### src/rtl/pe_dot_pkg.sv
// Shared types and FP32 constants for the pe_dot_seq sequencer.
package pe_dot_pkg;

    typedef enum logic [1:0] {
        IDLE  = 2'd0,
        FETCH = 2'd1,
        WAIT  = 2'd2,
        DONE  = 2'd3
    } st_t;

    localparam logic [31:0] FP32_ZERO = 32'h0000_0000;
    localparam logic [31:0] FP32_ONE  = 32'h3F80_0000;

endpackage

### src/rtl/pe_dot_wdog.sv
// WAIT-state watchdog: cleared on each issue, counts WAIT cycles, flags the LIMIT-th one.
module pe_dot_wdog
    import pe_dot_pkg::*;
#(
    parameter int LIMIT = 1024
) (
    input  logic clk,
    input  logic rst,
    input  logic clr_i,
    input  logic en_i,
    output logic expired_o
);

    localparam int CW = $clog2(LIMIT + 1);

    logic [CW-1:0] cnt_q, cnt_d;
    logic          at_limit;

    assign at_limit  = (cnt_q == CW'(LIMIT - 1));
    assign expired_o = en_i && at_limit;

    always_comb begin
        cnt_d = cnt_q;
        if (clr_i) begin
            cnt_d = '0;
        end else if (en_i && !at_limit) begin
            cnt_d = cnt_q + CW'(1);
        end
    end

    always_ff @(posedge clk) begin
        if (rst) begin
            cnt_q <= '0;
        end else begin
            cnt_q <= cnt_d;
        end
    end

endmodule

### src/rtl/pe_dot_seq.sv
// Dot-product sequencer feeding one FP32 PE operation at a time and recirculating its psum.
// Optional watchdog abort enabled by defining PE_DOT_SEQ_TIMEOUT_EN.
module pe_dot_seq
    import pe_dot_pkg::*;
#(
    parameter int LEN_W       = 8,
    parameter int TIMEOUT_CYC = 1024
) (
    input  logic             clk,
    input  logic             rst,
    input  logic             cmd_valid,
    output logic             cmd_ready,
    input  logic [LEN_W-1:0] cmd_len,
    input  logic [31:0]      cmd_bias,
    input  logic             a_valid,
    output logic             a_ready,
    input  logic [31:0]      a_data,
    input  logic             b_valid,
    output logic             b_ready,
    input  logic [31:0]      b_data,
    output logic             pe_in_valid,
    output logic [31:0]      pe_a_bits,
    output logic [31:0]      pe_b_bits,
    output logic [31:0]      pe_psum_in,
    input  logic             pe_out_valid,
    input  logic [31:0]      pe_psum_out,
    output logic             res_valid,
    input  logic             res_ready,
    output logic [31:0]      res_data,
    output logic             res_err
);

    st_t              state_q, state_d;
    logic [LEN_W-1:0] len_q, len_d;
    logic [LEN_W-1:0] cnt_q, cnt_d;
    logic [LEN_W-1:0] cnt_inc;
    logic [31:0]      psum_q, psum_d;
    logic [31:0]      pe_a_q, pe_a_d;
    logic [31:0]      pe_b_q, pe_b_d;
    logic [31:0]      pe_psum_q, pe_psum_d;
    logic             pe_in_valid_q, pe_in_valid_d;
    logic             fire;

    // A pair is consumed only when both streams offer at once.
    assign fire    = (state_q == FETCH) && a_valid && b_valid;
    assign cnt_inc = cnt_q + LEN_W'(1);

    assign cmd_ready   = (state_q == IDLE);
    assign a_ready     = (state_q == FETCH) && b_valid;
    assign b_ready     = (state_q == FETCH) && a_valid;
    assign pe_in_valid = pe_in_valid_q;
    assign pe_a_bits   = pe_a_q;
    assign pe_b_bits   = pe_b_q;
    assign pe_psum_in  = pe_psum_q;
    assign res_valid   = (state_q == DONE);
    assign res_data    = psum_q;

`ifdef PE_DOT_SEQ_TIMEOUT_EN
    logic res_err_q, res_err_d;
    logic wdog_expired;

    pe_dot_wdog #(
        .LIMIT(TIMEOUT_CYC)
    ) u_wdog (
        .clk      (clk),
        .rst      (rst),
        .clr_i    (fire),
        .en_i     (state_q == WAIT),
        .expired_o(wdog_expired)
    );

    assign res_err = res_err_q;
`else
    assign res_err = 1'b0;
`endif

    always_comb begin
        state_d       = state_q;
        len_d         = len_q;
        cnt_d         = cnt_q;
        psum_d        = psum_q;
        pe_a_d        = pe_a_q;
        pe_b_d        = pe_b_q;
        pe_psum_d     = pe_psum_q;
        pe_in_valid_d = 1'b0;
`ifdef PE_DOT_SEQ_TIMEOUT_EN
        res_err_d     = res_err_q;
`endif
        case (state_q)
            IDLE: begin
                if (cmd_valid) begin
                    len_d   = cmd_len;
                    psum_d  = cmd_bias;
                    cnt_d   = '0;
                    state_d = (cmd_len == '0) ? DONE : FETCH;
                end
            end
            FETCH: begin
                if (fire) begin
                    pe_a_d        = a_data;
                    pe_b_d        = b_data;
                    pe_psum_d     = psum_q;
                    pe_in_valid_d = 1'b1;
                    state_d       = WAIT;
                end
            end
            WAIT: begin
                // A late result in the same cycle as expiry still counts.
                if (pe_out_valid) begin
                    psum_d  = pe_psum_out;
                    cnt_d   = cnt_inc;
                    state_d = (cnt_inc == len_q) ? DONE : FETCH;
                end
`ifdef PE_DOT_SEQ_TIMEOUT_EN
                else if (wdog_expired) begin
                    res_err_d = 1'b1;
                    state_d   = DONE;
                end
`endif
            end
            DONE: begin
                if (res_ready) begin
`ifdef PE_DOT_SEQ_TIMEOUT_EN
                    res_err_d = 1'b0;
`endif
                    state_d = IDLE;
                end
            end
            default: state_d = IDLE;
        endcase
    end

    always_ff @(posedge clk) begin
        if (rst) begin
            state_q       <= IDLE;
            len_q         <= '0;
            cnt_q         <= '0;
            psum_q        <= FP32_ZERO;
            pe_a_q        <= FP32_ZERO;
            pe_b_q        <= FP32_ZERO;
            pe_psum_q     <= FP32_ZERO;
            pe_in_valid_q <= 1'b0;
`ifdef PE_DOT_SEQ_TIMEOUT_EN
            res_err_q     <= 1'b0;
`endif
        end else begin
            state_q       <= state_d;
            len_q         <= len_d;
            cnt_q         <= cnt_d;
            psum_q        <= psum_d;
            pe_a_q        <= pe_a_d;
            pe_b_q        <= pe_b_d;
            pe_psum_q     <= pe_psum_d;
            pe_in_valid_q <= pe_in_valid_d;
`ifdef PE_DOT_SEQ_TIMEOUT_EN
            res_err_q     <= res_err_d;
`endif
        end
    end

endmodule

### config.mk
export PLATFORM = sky130hd
export DESIGN_NAME = pe_dot_seq
export DESIGN_NICKNAME = d
export VERILOG_FILES = /design/src/rtl/pe_dot_pkg.sv /design/src/rtl/pe_dot_wdog.sv /design/src/rtl/pe_dot_seq.sv
export SDC_FILE = /design/constraint.sdc
export NUM_CORES = 1
export LEC_CHECK = 0
export ABC_AREA = 1
export CAP_MARGIN = 0
export CORE_MARGIN = 10
export CORE_UTILIZATION = 41
export DETAILED_ROUTE_END_ITERATION = 10
export PLACE_DENSITY = 0.82
export SYNTH_ARGS = -nofsm -noshare
export SYNTH_HDL_FRONTEND = slang
export SYNTH_HIERARCHICAL = 1
export SYNTH_SLANG_ARGS = --single-unit
### constraint.sdc
create_clock -name clk -period 1.7 [get_ports clk]
set_clock_uncertainty 0.15 [all_clocks]
set_input_delay 0.17 -clock clk [delete_from_list [all_inputs] [get_ports clk]]
set_output_delay 0.17 -clock clk [all_outputs]
set_load 0.02 [all_outputs]
==> flow_metrics.tcl, run 1 <==
set metrics [dict create \
    status "completed" \
    pwr-share-seq 0.364 \
    syn_area_per_cell_um2 7.53 \
    die_area_mm2 0.0195 \
    stdcell_count 1235 \
    cap_violations 0 \
    routed_wl_um 22300 \
    synth_area_leaders "dfxtp_1 50%, nand2_1 13%, nand3_1 10%" \
    via_per_inst 5.24 \
    crit_required_ps 1380 \
    crit_arrival_ps 1360 \
    r2r_slack_ps 90 \
    multi_input_area_mm2 0.00256 \
    holdWs_ps 38.7 \
    yosysTopAreaCell "dfxtp_1" \
    worst_setup_path_start_kind "flop" \
    io_buffers 275 \
    gr-total-overflow 0 \
    synth-seq-cells 147 \
    grt_start_max_net_pins 88 \
    path_cells "clkdlybuf4s50_1" \
    synth.most_common_cell "nand2_1" \
    dp_cells 1199 \
    synthTopCellsByCount "204 x nand2_1, 147 x dfxtp_1, 120 x nand3_1" \
    cts.path.max_buffers 2 \
    die_x_um 140 \
    initial_utilization 0.421 \
    timing.final.ws_setup_ps 23.6 \
    drv_slew 0 \
    slowest_delay_ps 610 \
    syn_nets 923 \
    use_met2 0.357 \
    r2r_end "state_q[1]" \
    intPower_mw 7.79 \
    leakagePower_nw 4.54 \
    worst-setup-path-type "flop to output pin" \
    first_pass_iters 5 \
    drt_iter0_markers 385 \
    routed-via-count 6467 \
    fp-row-count 43 \
    grt_most_used_layer "met2" \
    finalHoldViolCount 0 \
    synth_warnings 6 \
    place_ws_ps -24.1 \
    worstSetupEndpointType "output pin" \
    clk_pin_slew_ps 60 \
    swShare 0.325 \
    cts.sinks 147 \
    whs_endpoint "state_q[0]" \
    finalCritPeriodShare 0.986 \
    drive_gt1_frac 0.0815 \
    switchingPower_mw 3.75 \
    synthFlopType "dfxtp_1" \
    grt_usage 0.210 \
    io-pin-count 277 \
    hp-class "input pin to flop" \
    antenna_found_initial 0 \
    root_buffer "clkbuf_16" \
    drc_errors 0 \
    cts_tree "yes" \
    clockPowerShare 0.342 \
    syn_area_mm2 0.00586 \
    grt.met3_usage 0.0919 \
    post-route-min-period_ps 1680 \
    synth_cells 779 \
    die_h_um 140 \
    synth-seq-area-share 0.502 \
    fmax_ghz 0.597 \
    syn_to_final_growth_pct 63.4 \
    crit_fanout 2 \
    r2r-start "cnt_q[0]" \
    grt_pass1_wl_um 33300 \
    clk_latency_ps 410 \
    r2r_cells 9 \
    gp_congestion 0.878 \
    peakVddDrop_mv 0.775 \
    comb_power_share 0.294 \
    grt_pass1_vias 6279 \
    fill_cells 1127 \
    hp-start "b_valid" \
    core_area_mm2 0.0139 \
    async_flop_share 0 \
    diodes 0 \
    setup_tns_ps 0 \
    grt.met1_usage 0.221 \
    synth.distinct_cells 23 \
    path_buf_inv 1 \
    powerDensity_mw_per_mm2 1200 \
    ant_nets 0 \
    setup_viol 0 \
    cts-htree-levels 4 \
    synth_edf_count 0 \
    wl_per_cell_um 18.0 \
    place_hpwl_um 15900 \
    synth_top_area_share 0.502 \
    regArea_mm2 0.00295 \
    path_delay_family "buffers and inverters" \
    critPathSlowestCell "clkdlybuf4s50_1" \
    hold_depth 4 \
    numCtsBuffers 17 \
    nets 1186 \
]
[flip-flops by register name (all words and copies together) (netlist names)]
name / count
len_q: 8
pe_a_bits: 32
res_data: 32
state_q: 2
pe_b_bits: 32
pe_in_valid: 1
pe_psum_in: 32
cnt_q: 8
[logic make-up (layout without fill, tap and decap cells)]
logic type | after synthesis | after routing | share of synthesized area
AO/OA/AOI/OAI | 190 | 190 | 0.169
XOR/XNOR | 1 | 1 | 0.00149
adder cells (fa/ha/maj) | 1 | 1 | 0.00213
buffers and inverters | 91 | 367 | 0.0706
flip-flops | 147 | 147 | 0.502
other | 1 | 1 | 0.000640
AND/OR/NAND/NOR | 348 | 348 | 0.254
[area by class of cell]
type,instances,share of cell area
clock buffers,23,0.0489
inverters,29,0.0116
well taps,180,0.0235
flip-flops and latches,147,0.308
repair buffers,306,0.325
multi-input cells,541,0.267
clock inverters,9,0.0159
[worst max-delay path by stage]
stage	startpoint	endpoint	slack [ps]	depth (start not counted)
final	pe_a_bits[19]	pe_a_bits[19]	20	1
after global routing	cnt_q[0]	state_q[1]	-50	9
after CTS	state_q[1]	b_ready	-30	5
after detailed placement	a_valid	pe_b_bits[19]	-20	6
after global placement	a_valid	pe_b_bits[6]	0.008	6
after floorplan	state_q[0]	pe_a_bits[10]	20	7
[metal layers]
| layer | vias to the layer above | wire length, um |
|---|---|---|
| met5 | - | 0 |
| met4 | 0 | 774 |
| met3 | 56 | 2300 |
| met2 | 289 | 10800 |
| met1 | 2968 | 8370 |
| li1 | 3154 | - |
[power by group through the flow]
stage	Combinational, mW	Clock [mW]	Sequential, mW
after floorplan	1.42	0	4.61
after global placement	3.49	0	4.25
after detailed placement	3.53	0	4.26
after CTS	3.36	3.99	4.19
after global routing	3.65	4.14	4.25
final	3.39	3.95	4.20
[timing repair]
item	CTS	global route
pin swaps	1	1
endpoints found under the setup margin	93	40
cloned	0	1
hold endpoints to repair	7	0
setup buffers	1	1
gates resized for setup	96	49
hold buffers	1	0
[through the flow]
stage	area, um2	power [mW]	util
global route	9580	12.0	0.687
detailed placement	8880	7.79	0.637
global placement	8880	7.74	0.637
floorplan	5860	6.04	-
CTS	9420	11.5	0.676
finish	9580	11.5	0.687
[worst register-to-register path: cells and delay by family (launching register included)]
kind | cells | cell delay (ps)
buffers and inverters | 1 | 30
adder cells (fa/ha/maj) | 1 | 270
flip-flops | 1 | 360
AO/OA/AOI/OAI | 1 | 150
AND/OR/NAND/NOR | 6 | 560
[cells in the final DEF (no fill, tap or decap), drive strengths merged]
master / count
a31oi: 32
nand3: 120
dlygate4sd3: 1
o21ai: 43
clkinvlp: 3
clkdlybuf4s50: 142
buf: 33
nor4: 2
nor2: 21
dlymetal6s2s: 38
dfxtp: 147
o22ai: 1
conb: 1
dlygate4sd2: 91
xnor2: 1
ha: 1
nand2: 205
inv: 29
bufinv: 4
clkbuf: 24
a21oi: 114
clkinv: 2
Note: power is estimated with default switching activity, not from simulation.
==> run 2: changes to the inputs <==
--- a/config.mk
+++ b/config.mk
@@ -7,7 +7,7 @@
 export LEC_CHECK = 0
 export ABC_AREA = 1
 export CAP_MARGIN = 0
-export CORE_MARGIN = 10
+export CORE_MARGIN = 8
 export CORE_UTILIZATION = 41
 export DETAILED_ROUTE_END_ITERATION = 10
 export PLACE_DENSITY = 0.82
==> flow_metrics.tcl, run 2 (synthesis gave the netlist of run 1 again) <==
set metrics [dict create \
    wl_per_cell_um 17.2 \
    use_met2 0.361 \
    drt_iter0_markers 351 \
    io_buffers 275 \
    worst-setup-path-type "flop to output pin" \
    grt_usage 0.215 \
    cts_tree "yes" \
    fmax_ghz 0.598 \
    grt.met3_usage 0.0838 \
    worst_setup_path_start_kind "flop" \
    die_h_um 136 \
    numCtsBuffers 17 \
    layout_commonest_cell "nand2_1" \
    holdWs_ps 116 \
    stdcell_count 1238 \
    final_cell_mix "201 x nand2_1, 145 x clkdlybuf4s50_1, 143 x dfxtp_1, 119 x nand3_1, 112 x a21oi_1" \
    powerDensity_mw_per_mm2 1200 \
    crit_required_ps 1380 \
    place_hpwl_um 14600 \
    fp-row-count 43 \
    r2r_slack_ps 60 \
    grt_pass1_wl_um 31300 \
    diodes 0 \
    peakVddDrop_mv 0.667 \
    grt_start_max_net_pins 106 \
    finalCritPeriodShare 0.984 \
    crit_arrival_ps 1350 \
    r2r_end "pe_b_bits[11]" \
    critPathSlowestCell "clkdlybuf4s50_1" \
    cp.depth 1 \
    antenna_found_initial 0 \
    drc_errors 0 \
    post-route-min-period_ps 1670 \
    grt.met1_usage 0.235 \
    clk_pin_slew_ps 60 \
    timing.critical_path.to "pe_a_bits[24]" \
    via_per_inst 5.18 \
    finalHoldViolCount 0 \
    dp_cells 1200 \
    setup_viol 0 \
    gp_congestion 0.815 \
    status "completed" \
    r2r_cells 8 \
    slowest_delay_ps 610 \
    cap_violations 0 \
    cts.sinks 147 \
    core_area_mm2 0.0139 \
    io-pin-count 277 \
    place_ws_ps -0.514 \
    timing.final.ws_setup_ps 27.1 \
    grt_most_used_layer "met2" \
    path_buf_inv 1 \
    gr-total-overflow 0 \
    cts.path.max_buffers 2 \
    clk_latency_ps 410 \
    grt_pass1_vias 6109 \
    drive_gt1_frac 0.0898 \
    die_x_um 136 \
    initial_utilization 0.421 \
    routed_wl_um 21300 \
    first_pass_iters 5 \
    path_delay_family "buffers and inverters" \
    ant_nets 0 \
    hp-class "input pin to flop" \
    root_buffer "clkbuf_16" \
    crit_fanout 2 \
    syn_to_final_growth_pct 63.9 \
    worstSetupEndpointType "output pin" \
    startpoint "pe_a_bits[24]" \
    r2r-start "state_q[1]" \
    nets 1189 \
    die_area_mm2 0.0184 \
    utilization 0.690 \
    leakagePower_nw 4.54 \
    cts-htree-levels 4 \
    path_cells "clkdlybuf4s50_1" \
    routed-via-count 6417 \
    drv_slew 0 \
    setup_tns_ps 0 \
]
==> run 2: final cells by class <==
cell class	count	area, um2
repair buffers	309	3160
flip-flops and latches	147	2950
multi-input cells	541	2550
fillers	1176	4320
inverters	29	114
clock buffers	18	439
clock inverters	14	176
well taps	180	225
==> run 2: worst min path at each step <==
stage | from | to | slack (ps) | cells after the start
2_1_floorplan | cmd_bias[16] | res_data[16] | 180 | 2
3_3_place_gp | pe_a_bits[14] | pe_a_bits[14] | 300 | 2
3_5_place_dp | pe_a_bits[21] | pe_a_bits[21] | 300 | 2
4_1_cts | rst | state_q[1] | 90 | 5
5_1_grt | rst | res_data[8] | 150 | 5
6_report | rst | cnt_q[0] | 120 | 5
==> run 2: what timing repair did <==
item	CTS	global route
resized for setup	96	53
setup buffers	2	1
endpoints found under the setup margin	90	58
pin swaps	1	2
cloned	1	2
hold buffers	0	0
==> run 2: routing by layer <==
layer / routed length, um / vias to the layer above
li1: - / 3163
met3: 2200 / 42
met5: 0 / -
met2: 10500 / 286
met1: 7990 / 2926
met4: 577 / 0
==> run 2: power breakdown <==
group	switching, mW	internal, mW	total, mW	leakage (nW)
registers	0.314	3.87	4.19	1.20
clock network	1.52	2.37	3.88	0.286
logic	1.98	1.45	3.44	3.05
==> run 2: metrics by stage <==
stage                     power (mW)  area, um2
after floorplan                 6.04       5860
after global placement          7.66       8850
after detailed placement        7.69       8850
after CTS                       11.4       9420
after global routing            12.0       9610
final                           11.5       9610
